**src/rtl/bram_rmw_sequencer_pkg.sv**
```systemverilog
// bram_rmw_pkg: state encoding and timing constants for the BRAM read-modify-write sequencer
package bram_rmw_pkg;
    localparam int STATE_WIDTH     = 3;
    localparam int CYCLES_PER_WORD = 5;
    typedef enum logic [STATE_WIDTH-1:0] {
        S_IDLE    = 3'd0,
        S_READ    = 3'd1,
        S_CAPTURE = 3'd2,
        S_WRITE   = 3'd3,
        S_VERIFY  = 3'd4,
        S_CHECK   = 3'd5,
        S_DONE    = 3'd6
    } state_t;
endpackage

```
**src/rtl/bram_rmw_sequencer_if.sv**
```systemverilog
// bram_rmw_sequencer_if: control, status and BRAM port A bundle; BRAM_RMW_FIRST_FAIL_EN adds first-fail reporting
interface bram_rmw_sequencer_if #(
    parameter int DATA_WIDTH    = 16,
    parameter int ADDRESS_WIDTH = 16
);
    logic                     I_START;
    logic [ADDRESS_WIDTH-1:0] I_BASE_ADDRESS;
    logic [ADDRESS_WIDTH-1:0] I_COUNT;
    logic [DATA_WIDTH-1:0]    I_OPERAND;
    logic [DATA_WIDTH-1:0]    I_BRAM_DATA;
    logic [DATA_WIDTH-1:0]    O_BRAM_DATA;
    logic [ADDRESS_WIDTH-1:0] O_BRAM_ADDRESS;
    logic                     O_BRAM_WRITE_ENABLE;
    logic                     O_BUSY;
    logic                     O_DONE;
    logic                     O_PASS;
    logic [ADDRESS_WIDTH-1:0] O_ERROR_COUNT;
    logic [DATA_WIDTH-1:0]    O_LAST_DATA;
`ifdef BRAM_RMW_FIRST_FAIL_EN
    logic [ADDRESS_WIDTH-1:0] O_FIRST_FAIL_ADDRESS;
    logic                     O_FIRST_FAIL_VALID;
`endif
    // the sequencer side: drives BRAM port A and status
    modport master (
        input  I_START, I_BASE_ADDRESS, I_COUNT, I_OPERAND, I_BRAM_DATA,
        output O_BRAM_DATA, O_BRAM_ADDRESS, O_BRAM_WRITE_ENABLE, O_BUSY, O_DONE, O_PASS,
               O_ERROR_COUNT, O_LAST_DATA
`ifdef BRAM_RMW_FIRST_FAIL_EN
        , output O_FIRST_FAIL_ADDRESS, O_FIRST_FAIL_VALID
`endif
    );
    // the environment side: issues requests, supplies BRAM read data
    modport slave (
        output I_START, I_BASE_ADDRESS, I_COUNT, I_OPERAND, I_BRAM_DATA,
        input  O_BRAM_DATA, O_BRAM_ADDRESS, O_BRAM_WRITE_ENABLE, O_BUSY, O_DONE, O_PASS,
               O_ERROR_COUNT, O_LAST_DATA
`ifdef BRAM_RMW_FIRST_FAIL_EN
        , input O_FIRST_FAIL_ADDRESS, O_FIRST_FAIL_VALID
`endif
    );
endinterface

```
**src/rtl/bram_rmw_sequencer_saturating_counter.sv**
```systemverilog
// saturating_counter: clearable up-counter that sticks at all-ones
module saturating_counter #(
    parameter int WIDTH = 16
) (
    input  logic             I_CLK,
    input  logic             I_NRESET,
    input  logic             clear_i,
    input  logic             increment_i,
    output logic [WIDTH-1:0] count_o
);
    logic [WIDTH-1:0] count_q;
    // clear wins over increment; increment is dropped once all-ones is reached
    always_ff @(posedge I_CLK or negedge I_NRESET) begin
        if (!I_NRESET) count_q <= '0;
        else if (clear_i) count_q <= '0;
        else if (increment_i && !(&count_q)) count_q <= count_q + WIDTH'(1);
    end
    assign count_o = count_q;
endmodule

```
**src/rtl/bram_rmw_sequencer.sv**
```systemverilog
// bram_rmw_sequencer: read/add/write/re-read verify pass over a BRAM range; BRAM_RMW_FIRST_FAIL_EN adds first-fail address capture
module bram_rmw_sequencer
    import bram_rmw_pkg::*;
#(
    parameter int DATA_WIDTH    = 16,
    parameter int ADDRESS_WIDTH = 16
) (
    input  logic                 I_CLK,
    input  logic                 I_NRESET,
    bram_rmw_sequencer_if.master bus
);
    state_t                   state_q, state_d;
    logic [ADDRESS_WIDTH-1:0] base_q, count_q, index_q, error_count;
    logic [DATA_WIDTH-1:0]    operand_q, expected_q, last_q;
    logic                     accept, mismatch, last_word;

    assign accept    = (state_q == S_IDLE || state_q == S_DONE) && bus.I_START;
    assign mismatch  = state_q == S_CHECK && bus.I_BRAM_DATA != expected_q;
    assign last_word = index_q == count_q - ADDRESS_WIDTH'(1);

    // state register
    always_ff @(posedge I_CLK or negedge I_NRESET) begin
        if (!I_NRESET) state_q <= S_IDLE;
        else state_q <= state_d;
    end

    // next state: five fixed steps per word, zero-length passes finish immediately
    always_comb begin
        state_d = state_q;
        case (state_q)
            S_IDLE, S_DONE: if (bus.I_START) state_d = bus.I_COUNT == '0 ? S_DONE : S_READ;
            S_READ:         state_d = S_CAPTURE;
            S_CAPTURE:      state_d = S_WRITE;
            S_WRITE:        state_d = S_VERIFY;
            S_VERIFY:       state_d = S_CHECK;
            S_CHECK:        state_d = last_word ? S_DONE : S_READ;
            default:        state_d = S_IDLE;
        endcase
    end

    // pass parameters, the per-word expected value and the displayed word
    always_ff @(posedge I_CLK or negedge I_NRESET) begin
        if (!I_NRESET) begin
            base_q     <= '0;
            count_q    <= '0;
            index_q    <= '0;
            operand_q  <= '0;
            expected_q <= '0;
            last_q     <= '0;
        end else begin
            if (accept) begin
                base_q    <= bus.I_BASE_ADDRESS;
                count_q   <= bus.I_COUNT;
                operand_q <= bus.I_OPERAND;
                index_q   <= '0;
            end
            if (state_q == S_CAPTURE) expected_q <= bus.I_BRAM_DATA + operand_q;
            if (state_q == S_CHECK) begin
                last_q <= bus.I_BRAM_DATA;
                if (!last_word) index_q <= index_q + ADDRESS_WIDTH'(1);
            end
        end
    end

    saturating_counter #(.WIDTH(ADDRESS_WIDTH)) u_error_count (
        .I_CLK       (I_CLK),
        .I_NRESET    (I_NRESET),
        .clear_i     (accept),
        .increment_i (mismatch),
        .count_o     (error_count)
    );

`ifdef BRAM_RMW_FIRST_FAIL_EN
    logic [ADDRESS_WIDTH-1:0] first_fail_address_q;
    logic                     first_fail_valid_q;
    // remember only the first mismatching address of the current pass
    always_ff @(posedge I_CLK or negedge I_NRESET) begin
        if (!I_NRESET) begin
            first_fail_address_q <= '0;
            first_fail_valid_q   <= 1'b0;
        end else if (accept) begin
            first_fail_address_q <= '0;
            first_fail_valid_q   <= 1'b0;
        end else if (mismatch && !first_fail_valid_q) begin
            first_fail_address_q <= bus.O_BRAM_ADDRESS;
            first_fail_valid_q   <= 1'b1;
        end
    end
    assign bus.O_FIRST_FAIL_ADDRESS = first_fail_address_q;
    assign bus.O_FIRST_FAIL_VALID   = first_fail_valid_q;
`endif

    assign bus.O_BRAM_ADDRESS      = base_q + index_q;
    assign bus.O_BRAM_DATA         = expected_q;
    assign bus.O_BRAM_WRITE_ENABLE = state_q == S_WRITE;
    assign bus.O_BUSY              = state_q inside {S_READ, S_CAPTURE, S_WRITE, S_VERIFY, S_CHECK};
    assign bus.O_DONE              = state_q == S_DONE;
    assign bus.O_PASS              = state_q == S_DONE && error_count == '0;
    assign bus.O_ERROR_COUNT       = error_count;
    assign bus.O_LAST_DATA         = last_q;
endmodule

```
**src/flat_wrapper.sv**
```systemverilog
// flat-port wrapper written by rule: the top's interface ports become plain ports
module bram_rmw_sequencer_flat import bram_rmw_pkg::*;
#(
    parameter int DATA_WIDTH    = 16,
    parameter int ADDRESS_WIDTH = 16
)
  (I_CLK, I_NRESET, bus_I_START, bus_I_BASE_ADDRESS, bus_I_COUNT, bus_I_OPERAND, bus_I_BRAM_DATA, bus_O_BRAM_DATA, bus_O_BRAM_ADDRESS, bus_O_BRAM_WRITE_ENABLE, bus_O_BUSY, bus_O_DONE, bus_O_PASS, bus_O_ERROR_COUNT, bus_O_LAST_DATA);
  bram_rmw_sequencer_if #(.DATA_WIDTH(DATA_WIDTH), .ADDRESS_WIDTH(ADDRESS_WIDTH)) bus_i ();
  input  logic I_CLK;
  input  logic I_NRESET;
  input wire logic [$bits(bus_i.I_START)-1:0] bus_I_START;
  input wire logic [$bits(bus_i.I_BASE_ADDRESS)-1:0] bus_I_BASE_ADDRESS;
  input wire logic [$bits(bus_i.I_COUNT)-1:0] bus_I_COUNT;
  input wire logic [$bits(bus_i.I_OPERAND)-1:0] bus_I_OPERAND;
  input wire logic [$bits(bus_i.I_BRAM_DATA)-1:0] bus_I_BRAM_DATA;
  output wire logic [$bits(bus_i.O_BRAM_DATA)-1:0] bus_O_BRAM_DATA;
  output wire logic [$bits(bus_i.O_BRAM_ADDRESS)-1:0] bus_O_BRAM_ADDRESS;
  output wire logic [$bits(bus_i.O_BRAM_WRITE_ENABLE)-1:0] bus_O_BRAM_WRITE_ENABLE;
  output wire logic [$bits(bus_i.O_BUSY)-1:0] bus_O_BUSY;
  output wire logic [$bits(bus_i.O_DONE)-1:0] bus_O_DONE;
  output wire logic [$bits(bus_i.O_PASS)-1:0] bus_O_PASS;
  output wire logic [$bits(bus_i.O_ERROR_COUNT)-1:0] bus_O_ERROR_COUNT;
  output wire logic [$bits(bus_i.O_LAST_DATA)-1:0] bus_O_LAST_DATA;
  assign bus_i.I_START = bus_I_START;
  assign bus_i.I_BASE_ADDRESS = bus_I_BASE_ADDRESS;
  assign bus_i.I_COUNT = bus_I_COUNT;
  assign bus_i.I_OPERAND = bus_I_OPERAND;
  assign bus_i.I_BRAM_DATA = bus_I_BRAM_DATA;
  assign bus_O_BRAM_DATA = bus_i.O_BRAM_DATA;
  assign bus_O_BRAM_ADDRESS = bus_i.O_BRAM_ADDRESS;
  assign bus_O_BRAM_WRITE_ENABLE = bus_i.O_BRAM_WRITE_ENABLE;
  assign bus_O_BUSY = bus_i.O_BUSY;
  assign bus_O_DONE = bus_i.O_DONE;
  assign bus_O_PASS = bus_i.O_PASS;
  assign bus_O_ERROR_COUNT = bus_i.O_ERROR_COUNT;
  assign bus_O_LAST_DATA = bus_i.O_LAST_DATA;
  bram_rmw_sequencer #(.DATA_WIDTH(DATA_WIDTH), .ADDRESS_WIDTH(ADDRESS_WIDTH)) u_core (.I_CLK(I_CLK), .I_NRESET(I_NRESET), .bus(bus_i));
endmodule
```
**config.mk**
```make
export PLATFORM = sky130hd
export DESIGN_NAME = bram_rmw_sequencer_flat
export DESIGN_NICKNAME = d
export VERILOG_FILES = /design/src/rtl/bram_rmw_sequencer_pkg.sv /design/src/rtl/bram_rmw_sequencer_if.sv /design/src/rtl/bram_rmw_sequencer_saturating_counter.sv /design/src/rtl/bram_rmw_sequencer.sv /design/src/flat_wrapper.sv
export SDC_FILE = /design/constraint.sdc
export NUM_CORES = 1
export LEC_CHECK = 0
export ABC_AREA = 1
export ABC_CLOCK_PERIOD_IN_PS = 2600
export BUFFER_PORTS_ARGS = -buffer_cell sky130_fd_sc_hd__buf_2
export CORE_AREA = 2 2 145 112
export DETAILED_ROUTE_END_ITERATION = 8
export DIE_AREA = 0 0 147 114
export MAX_ROUTING_LAYER = met4
export PLACE_DENSITY = 0.86
export SLEW_MARGIN = 20
export SYNTH_ARGS = -nofsm -noshare
export SYNTH_HDL_FRONTEND = slang
export SYNTH_HIERARCHICAL = 1
export SYNTH_SLANG_ARGS = --single-unit
```
**constraint.sdc**
```tcl
create_clock -name I_CLK -period 2.6 [get_ports I_CLK]
set_input_delay 0.26 -clock I_CLK [delete_from_list [all_inputs] [get_ports I_CLK]]
set_output_delay 0.26 -clock I_CLK [all_outputs]
set_load 0.03 [all_outputs]
```
==> impl_metrics.tcl, run 1 <==
set metrics [dict create \
    status "finished with violations" \
    failed_checks "negative setup slack" \
    p_leak_nw 5.15 \
    die_w_um 147 \
    maxSlewViolCount 0 \
    hpwl_mm 15.9 \
    die_area_um2 16800 \
    netlist_area_um2 7810 \
    critPathRequiredTime_ns 2.34 \
    io_pins 135 \
    syn-num-nets 1167 \
    cts_root_buf "clkbuf_16" \
    finalNetCount 1334 \
    grt_max_degree 56 \
    yosys.area_share.adder 0.0580 \
    core_um2 15500 \
    final_common_cell "nand2_1" \
    clk_path_buf_depth 2 \
    worstPathCellList "ha_2 > inv_2 > fa_2 > inv_2 > nand3_2 > nand3_2 > inv_1 > o21a_1 > o21ai_2 > a21boi_2 > o21ai_2 > xor2_2 > buf_6" \
    grt_pass1_vias 7475 \
    min_period_ns 2.84 \
    cp_num_buf_inv 4 \
    rsz0062_at_grt "yes" \
    finalSetupViolCount 9 \
    post-route-drc-count 0 \
    start_kind "register" \
    area_delta_synth_final_pct 24.9 \
    period_share 1.09 \
    drt-pass1-iter-count 5 \
    start_util 0.503 \
    synth_warnings 6 \
    totalWireLength_mm 21.8 \
    max_freq_mhz 352 \
    vdd_drop_max_mv 0.601 \
    grt_pass1_wl_mm 35.6 \
    cts_sinks 115 \
    fin_hold_ws_ns 0.0365 \
    critPathTopFamily "compound AO/OA/AOI/OAI gates" \
    hold_viol 0 \
    ys.flop_type "dfrtp_1" \
    portBuffers 134 \
    stdcell_count 1455 \
    muxShareOfSynthArea 0 \
    post_drt_via_cell_ratio 5.34 \
    tightest_slew_ns 0.683 \
    clock_latency_ns 0.43 \
    worstHoldPathType "in -> reg" \
    final_util 0.629 \
    synth_compound_area_frac 0.0925 \
    max_stage_delay_ns 0.36 \
    synth_seq_area_share 0.369 \
    drv_cap 0 \
    synth_edf_count 0 \
    cts.htree.levels 4 \
    critical_path_peak_fanout 2 \
    rows 40 \
    critPathKind "reg -> out" \
    arrival_ns 2.58 \
    clock_skew_ns 0.0112 \
    gp_congestion 0.955 \
    antenna_found_initial 0 \
    grt_overflow 0 \
    avgRoutedWirePerCell_um 15.0 \
    drtIter0Drc 574 \
    drive_gt1_frac 0.235 \
    layout_common_cells "nand2_1 (381), buf_2 (124), dfrtp_1 (115), inv_1 (90), nor2_1 (71)" \
    placed_cells 1411 \
    end_kind "primary output" \
    synth_top_family_by_area "simple AND/OR/NAND/NOR gates" \
    cp_slowest_cell "dfrtp_1" \
    synthXorXnorAreaFrac 0.0628 \
    yosys.area_share.simple 0.356 \
    synth.top_cells.by_area "dfrtp_1 (37%), nand2_1 (18%), ha_1 (5.3%), inv_1 (4.4%), o21ai_0 (3.7%)" \
    clk_pin_slew_ns 0.06 \
    vias 7776 \
    syn_inst 1065 \
    antenna_left 0 \
    numCtsBuffers 17 \
    yosysTopAreaCell "dfrtp_1" \
    maxSlewHeadroom 0.544 \
    power_mw 11.7 \
    setup_ws_ns -0.240 \
    async_reset_ff_frac 1.00 \
    grt.total_usage 0.274 \
    die_h_um 114 \
    p_per_area_nw_per_um2 1200 \
    place_ws_ns -0.0640 \
    cts_tree "yes" \
    synth-seq-cells 115 \
    synth_cell_types 48 \
    diodes 0 \
    synth_top_area_frac 0.369 \
    syn_area_per_cell_um2 7.33 \
]
-- layer usage --
| layer | track usage | vias to the layer above | wire (µm) |
|---|---|---|---|
| met5 | - | - | 0 |
| met4 | 0.0801 | 0 | 333 |
| met3 | 0.0648 | 41 | 1480 |
| met2 | 0.446 | 294 | 10600 |
| met1 | 0.346 | 3661 | 9380 |
| li1 | - | 3780 | - |
-- cells in the mapped netlist (all sizes together) (8+ instances only) --
master,count
nor4,8
a21oi,40
xor2,33
nand3,60
clkbuf,20
ha,33
nand4,25
nor3,9
inv,96
nor2,91
xnor2,23
nand2,395
o21ai,66
dfrtp,115
or2,11
-- sequential cells by signal, summed over array words and instances, names as in the netlist --
signal                        count
u_core/base_q                    16
u_core/state_q                    3
u_core/count_q                   16
u_core/operand_q                 16
u_core/bus.O_LAST_DATA           16
u_core/bus.O_BRAM_DATA           16
u_core/index_q                   16
u_core/u_error_count/count_o     16
-- path summary, 6_finish.rpt --
| kind | start | endpoint | slack, ns | cells after the start |
|---|---|---|---|---|
| max | u_core/index_q[0] | bus_O_BRAM_ADDRESS[12] | -0.24 | 13 |
| min | bus_I_OPERAND[5] | u_core/operand_q[5] | 0.04 | 3 |
| max reg2reg | u_core/count_q[0] | u_core/index_q[13] | 0.23 | 14 |
| min reg2reg | u_core/bus.O_LAST_DATA[15] | u_core/bus.O_LAST_DATA[15] | 0.48 | 2 |
| max in group asynchronous | I_NRESET | u_core/operand_q[7] | 1.51 | 3 |
| min in group asynchronous | I_NRESET | u_core/index_q[9] | 0.33 | 2 |
-- report_power, final --
part	internal (mW)	switching, mW
Sequential	2.48	0.630
Combinational	2.18	4.07
Clock	1.49	0.863
Total	6.16	5.56
-- worst register-to-register path, delay by kind of cell, from the launching register on --
kind                       cells  cell delay (ns)
and+or+nand+nor                8             1.08
DFF                            1             0.39
buffers and inverters          3             0.28
AOI/OAI and AO/OA              1             0.06
xor gates and xnor gates       1             0.16
adders and majority gates      1             0.28
-- timing repair --
action	4_1_cts	5_1_grt
hold buffers	1	0
setup buffers	4	7
gates resized for setup	32	21
endpoints found under the hold margin	30	0
setup endpoints to repair	10	14
pin swaps	8	9
-- logic make-up (layout without fill, tap and decap cells) --
group / Yosys count / after routing
XOR/XNOR: 56 / 56
flip-flops: 115 / 115
AND/OR/NAND/NOR: 611 / 611
buffers and inverters: 122 / 302
adder cells (fa/ha/maj): 35 / 35
AO/OA/AOI/OAI: 126 / 126
-- area by class of cell --
type                            count  area [µm²]
Fill cell                        1339        5760
Multi-Input combinational cell    828        4610
Sequential cell                   115        2880
Timing Repair Buffer              172        1030
Clock buffer                       22         474
Inverter                           98         368
Tap cell                          210         263
Clock inverter                     10         124
-- per-stage QoR --
| stage | TNS [ns] | instance area [µm²] |
|---|---|---|
| 3_5_place_dp | -0.0712 | 8870 |
| 2_1_floorplan | -0.0352 | 7820 |
| 3_3_place_gp | 0 | 8870 |
| 4_1_cts | -0.650 | 9620 |
| 5_1_grt | -1.80 | 9760 |
| 6_report | -0.989 | 9760 |
No activity file was read; power rests on OpenSTA's default activity.
==> run 2, diff against run 1 <==
REMOVE_ABC_BUFFERS = 1   (was unset)
==> run 2 against run 1 <==
The flow still finishes with violations (negative setup slack). Non-clock buffer count grew 3. Via count fell by 0.67%. Combinational power decreased by 0.8%. Clock power down 7%. First-iteration DRC count down 12%. Global-route usage shrank 0.58 points. Register-to-register slack is essentially flat. Highest routed layer unchanged.
==> impl_metrics.tcl, run 2 (synthesis results as in run 1) <==
set metrics [dict create \
    setup_ws_ns -0.185 \
    cts_sinks 115 \
    drtIter0Drc 504 \
    min_to "u_core/operand_q[2]" \
    layout_common_cells "nand2_1 (380), buf_2 (124), dfrtp_1 (114), inv_1 (89), nor2_1 (73)" \
    finalNetCount 1337 \
    fin_hold_ws_ns 0.0369 \
    drt-pass1-iter-count 5 \
    min_period_ns 2.79 \
    cts_root_buf "clkbuf_16" \
    rows 40 \
    clk_path_buf_depth 2 \
    final_common_cell "nand2_1" \
    start_kind "register" \
    grt.total_usage 0.268 \
    die_h_um 114 \
    hold_depth 3 \
    rsz0062_at_grt "yes" \
    maxSlewHeadroom 0.531 \
    placed_cells 1410 \
    grt_overflow 0 \
    tns_ns -0.698 \
    clk_pin_slew_ns 0.06 \
    end_kind "primary output" \
    grt_max_degree 52 \
    clock_skew_ns 0.0113 \
    totalWireLength_mm 21.9 \
    stdcell_count 1456 \
    worstReg2RegStart "u_core/count_q[0]" \
    grt_pass1_wl_mm 34.7 \
    antenna_left 0 \
    power_mw 11.5 \
    die_w_um 147 \
    gp_congestion 0.918 \
    p_per_area_nw_per_um2 1190 \
    hold_viol 0 \
    place_ws_ns -0.0197 \
    finalInstanceArea_um2 9700 \
    max_freq_mhz 359 \
    numCtsBuffers 17 \
    diodes 0 \
    core_um2 15500 \
    hpwl_mm 15.6 \
    drv_cap 0 \
    failed_checks "negative setup slack" \
    vias 7724 \
    arrival_ns 2.53 \
    clock_latency_ns 0.42 \
    avgRoutedWirePerCell_um 15.0 \
    tightest_slew_ns 0.702 \
    post-route-drc-count 0 \
    r2r_cells 13 \
    drive_gt1_frac 0.238 \
    period_share 1.07 \
    cts_tree "yes" \
    worstHoldPathType "in -> reg" \
    status "finished with violations" \
    critPathRequiredTime_ns 2.34 \
    die_area_um2 16800 \
    finalSetupViolCount 5 \
    portBuffers 134 \
    place_area_um2 8840 \
    antenna_found_initial 0 \
    p_leak_nw 5.10 \
    min_from "bus_I_OPERAND[2]" \
    io_pins 135 \
    vdd_drop_max_mv 0.755 \
    start_util 0.503 \
    timing.rr.end "u_core/index_q[8]" \
    grt_pass1_vias 7252 \
    area_delta_synth_final_pct 24.2 \
    cts.htree.levels 4 \
    final_util 0.625 \
    maxSlewViolCount 0 \
    post_drt_via_cell_ratio 5.30 \
    critPathKind "reg -> out" \
    r2r_slack_ns 0.22 \
    critical_path_peak_fanout 5 \
]
## run 2: changes by cell type in the layout (fill, tap and decap cells not counted), sizes merged
| cell | previous run | this run |
|---|---|---|
| clkbuf | 22 | 18 |
| clkinvlp | 2 | 6 |
| buf | 171 | 174 |
| inv | 98 | 97 |
| bufinv | 2 | 1 |
## run 2: how the worst max path moves through the flow
stage	to	cells after the start	startpoint
2_1_floorplan	u_core/index_q[15]	10	u_core/state_q[0]
3_3_place_gp	bus_O_BRAM_ADDRESS[12]	13	u_core/base_q[0]
3_5_place_dp	bus_O_BRAM_ADDRESS[12]	13	u_core/index_q[0]
4_1_cts	bus_O_BRAM_ADDRESS[12]	13	u_core/index_q[0]
5_1_grt	bus_O_BRAM_ADDRESS[14]	7	u_core/index_q[12]
6_report	bus_O_BRAM_ADDRESS[14]	7	u_core/index_q[12]
## run 2: cell type report
cell class,instances,area (µm²)
tap,210,263
timing repair buffer,175,1030
clock buffer,18,439
sequential,115,2880
clock inverter,12,111
multi-input combinational,828,4610
inverter,98,368
fill,1330,5810
## run 2: what timing repair did
action,in CTS,in global routing
hold buffers,1,0
pin swaps,13,15
resized for setup,35,17
setup buffers,9,6
endpoints found under the setup margin,9,10
hold endpoints to repair,49,0
## run 2: power breakdown
group / switching (mW) / internal, mW
Combinational: 4.06 / 2.14
Clock: 0.871 / 1.33
Sequential: 0.624 / 2.48
## run 2: metal layers
metal / track usage / up-vias / share of wire
met5: - / - / 0
met4: 0.0808 / 0 / 0.017
met3: 0.0580 / 38 / 0.072
met2: 0.442 / 300 / 0.48
met1: 0.336 / 3607 / 0.43
li1: - / 3779 / -
## run 2: worst max-delay path, cell delays in order (launching register included)
cell and delay [ns]:
dfrtp_1 0.47, ha_1 0.45, inv_1 0.10, nor3_1 0.33, nand2_1 0.20, o21ai_4 0.19
xor2_1 0.18, buf_4 0.19
==> run 3, diff against run 2 <==
PLACE_DENSITY = 0.77   (was 0.86)
==> run 3 against run 2 <==
The run still ends with negative setup slack left. Core utilization is 0.13 points lower. Critical path depth up 6. Non-clock buffer count down 3. Clock power fell by 6%. Largest cell class unchanged. Hold slack gained 0.0055 ns.
==> impl_metrics.tcl, run 3 (synthesis results as in run 1) <==
set metrics [dict create \
    fin_hold_ws_ns 0.0424 \
    maxSlewHeadroom 0.553 \
    die_w_um 147 \
    grt.total_usage 0.257 \
    min_period_ns 2.80 \
    p_leak_nw 5.10 \
    diodes 0 \
    p_int_mw 5.85 \
    portBuffers 134 \
    numCtsBuffers 17 \
    totalWireLength_mm 20.4 \
    drv_cap 0 \
    drtIter0Drc 416 \
    finalSetupViolCount 6 \
    drt-pass1-iter-count 5 \
    max_freq_mhz 357 \
    critical_path_peak_fanout 2 \
    final_util 0.624 \
    critPathLaunch "u_core/index_q[0]" \
    cts_tree "yes" \
    critPathKind "reg -> out" \
    place_ws_ns -0.0156 \
    met2_usage 0.398 \
    cts_sinks 115 \
    failed_checks "negative setup slack" \
    io_pins 135 \
    grt_overflow 0 \
    antenna_left 0 \
    maxSlewViolCount 0 \
    end_kind "primary output" \
    tightest_slew_ns 0.669 \
    clock_skew_ns 0.00774 \
    cts_root_buf "clkbuf_16" \
    antenna_found_initial 0 \
    rows 40 \
    layout_common_cells "nand2_1 (380), buf_2 (124), dfrtp_1 (115), inv_1 (89), nor2_1 (73)" \
    p_sw_frac 0.481 \
    grt-busiest-layer "met2" \
    avgRoutedWirePerCell_um 14.0 \
    die_h_um 114 \
    drive_gt1_frac 0.234 \
    start_util 0.503 \
    arrival_ns 2.54 \
    grt_max_degree 51 \
    status "finished with violations" \
    vdd_drop_max_mv 0.653 \
    rsz0062_at_grt "yes" \
    worstHoldPathType "in -> reg" \
    worstReg2RegStart "u_core/index_q[0]" \
    hold_viol 0 \
    grtUsageMet1 0.348 \
    gp_congestion 0.948 \
    area_delta_synth_final_pct 24.0 \
    p_per_area_nw_per_um2 1160 \
    critPathRequiredTime_ns 2.34 \
    grt_pass1_wl_mm 33.8 \
    post-route-drc-count 0 \
    clock_latency_ns 0.42 \
    final_common_cell "nand2_1" \
    clk_pin_slew_ns 0.06 \
    die_area_um2 16800 \
    start_kind "register" \
    core_um2 15500 \
    grt_pass1_vias 7080 \
    cts.htree.levels 4 \
    post_drt_via_cell_ratio 5.19 \
    pwr-share-clk 0.183 \
    setup_ws_ns -0.199 \
    finalNetCount 1334 \
    period_share 1.08 \
    clk_path_buf_depth 2 \
    gr-usage-met3 0.0560 \
    hpwl_mm 14.8 \
    sequentialPowerShare 0.277 \
    vias 7548 \
    finalInstanceArea_um2 9680 \
    pwr-share-comb 0.540 \
    min_from "bus_I_OPERAND[3]" \
    power.net_switching_mw 5.41 \
    place_area_um2 8840 \
]
[run 3: repair_timing]
item,in CTS,in global routing
gates resized for setup,32,25
gates cloned,0,0
setup endpoints to repair,9,13
pin swaps,4,10
hold endpoints to repair,35,0
hold buffers,1,0
buffers inserted,8,6
[run 3: power by group through the flow]
| stage | sequential (mW) | clock, mW | combinational, mW |
|---|---|---|---|
| 5_1_grt | 3.20 | 2.21 | 6.75 |
| 6_report | 3.12 | 2.07 | 6.08 |
| 3_5_place_dp | 3.09 | 0 | 5.77 |
| 2_1_floorplan | 3.50 | 0 | 3.76 |
| 3_3_place_gp | 3.09 | 0 | 5.67 |
| 4_1_cts | 3.09 | 2.11 | 5.92 |
[run 3: final timing paths]
check                                                    to  slack (ns)  depth (start not counted)
max reg2reg                              u_core/index_q[15]        0.26                         10
max                                  bus_O_BRAM_ADDRESS[12]       -0.20                         13
min in group asynchronous                 u_core/base_q[12]        0.36                          2
max in group asynchronous  u_core/u_error_count/count_o[15]        1.43                          3
min                                     u_core/operand_q[3]        0.04                          3
min reg2reg                       u_core/bus.O_LAST_DATA[5]        0.48                          2
[run 3: area by class of cell]
type / count / area, µm²
fill: 1405 / 5830
multi-input combinational: 828 / 4640
sequential: 115 / 2880
timing repair buffer: 172 / 1010
clock buffer: 20 / 437
inverter: 98 / 368
tap: 210 / 263
clock inverter: 12 / 85.1
[run 3: critical path, stage by stage, from the launching register on]
cell	delay, ns
dfrtp_1	0.39
ha_4	0.15
inv_2	0.04
fa_2	0.35
inv_2	0.07
nand3_2	0.07
nand3_2	0.09
inv_2	0.04
o21a_1	0.19
o21ai_2	0.20
a21boi_2	0.09
o21ai_2	0.13
xor2_1	0.15
buf_4	0.17
[run 3: metal layers]
metal	vias up	wire, µm	part of all wire
met3	17	1330	0.065
met4	0	188	0.0092
met2	221	9480	0.47
met5	-	0	0
li1	3784	-	-
met1	3526	9360	0.46
[run 3: metrics by stage]
step,TNS [ns],power (mW),std cells
5_1_grt,-1.72,12.2,1455
3_3_place_gp,0,8.75,1410
6_report,-0.920,11.3,1455
4_1_cts,-0.491,11.1,1451
3_5_place_dp,-0.0156,8.86,1410
2_1_floorplan,-153.50,7.26,1041
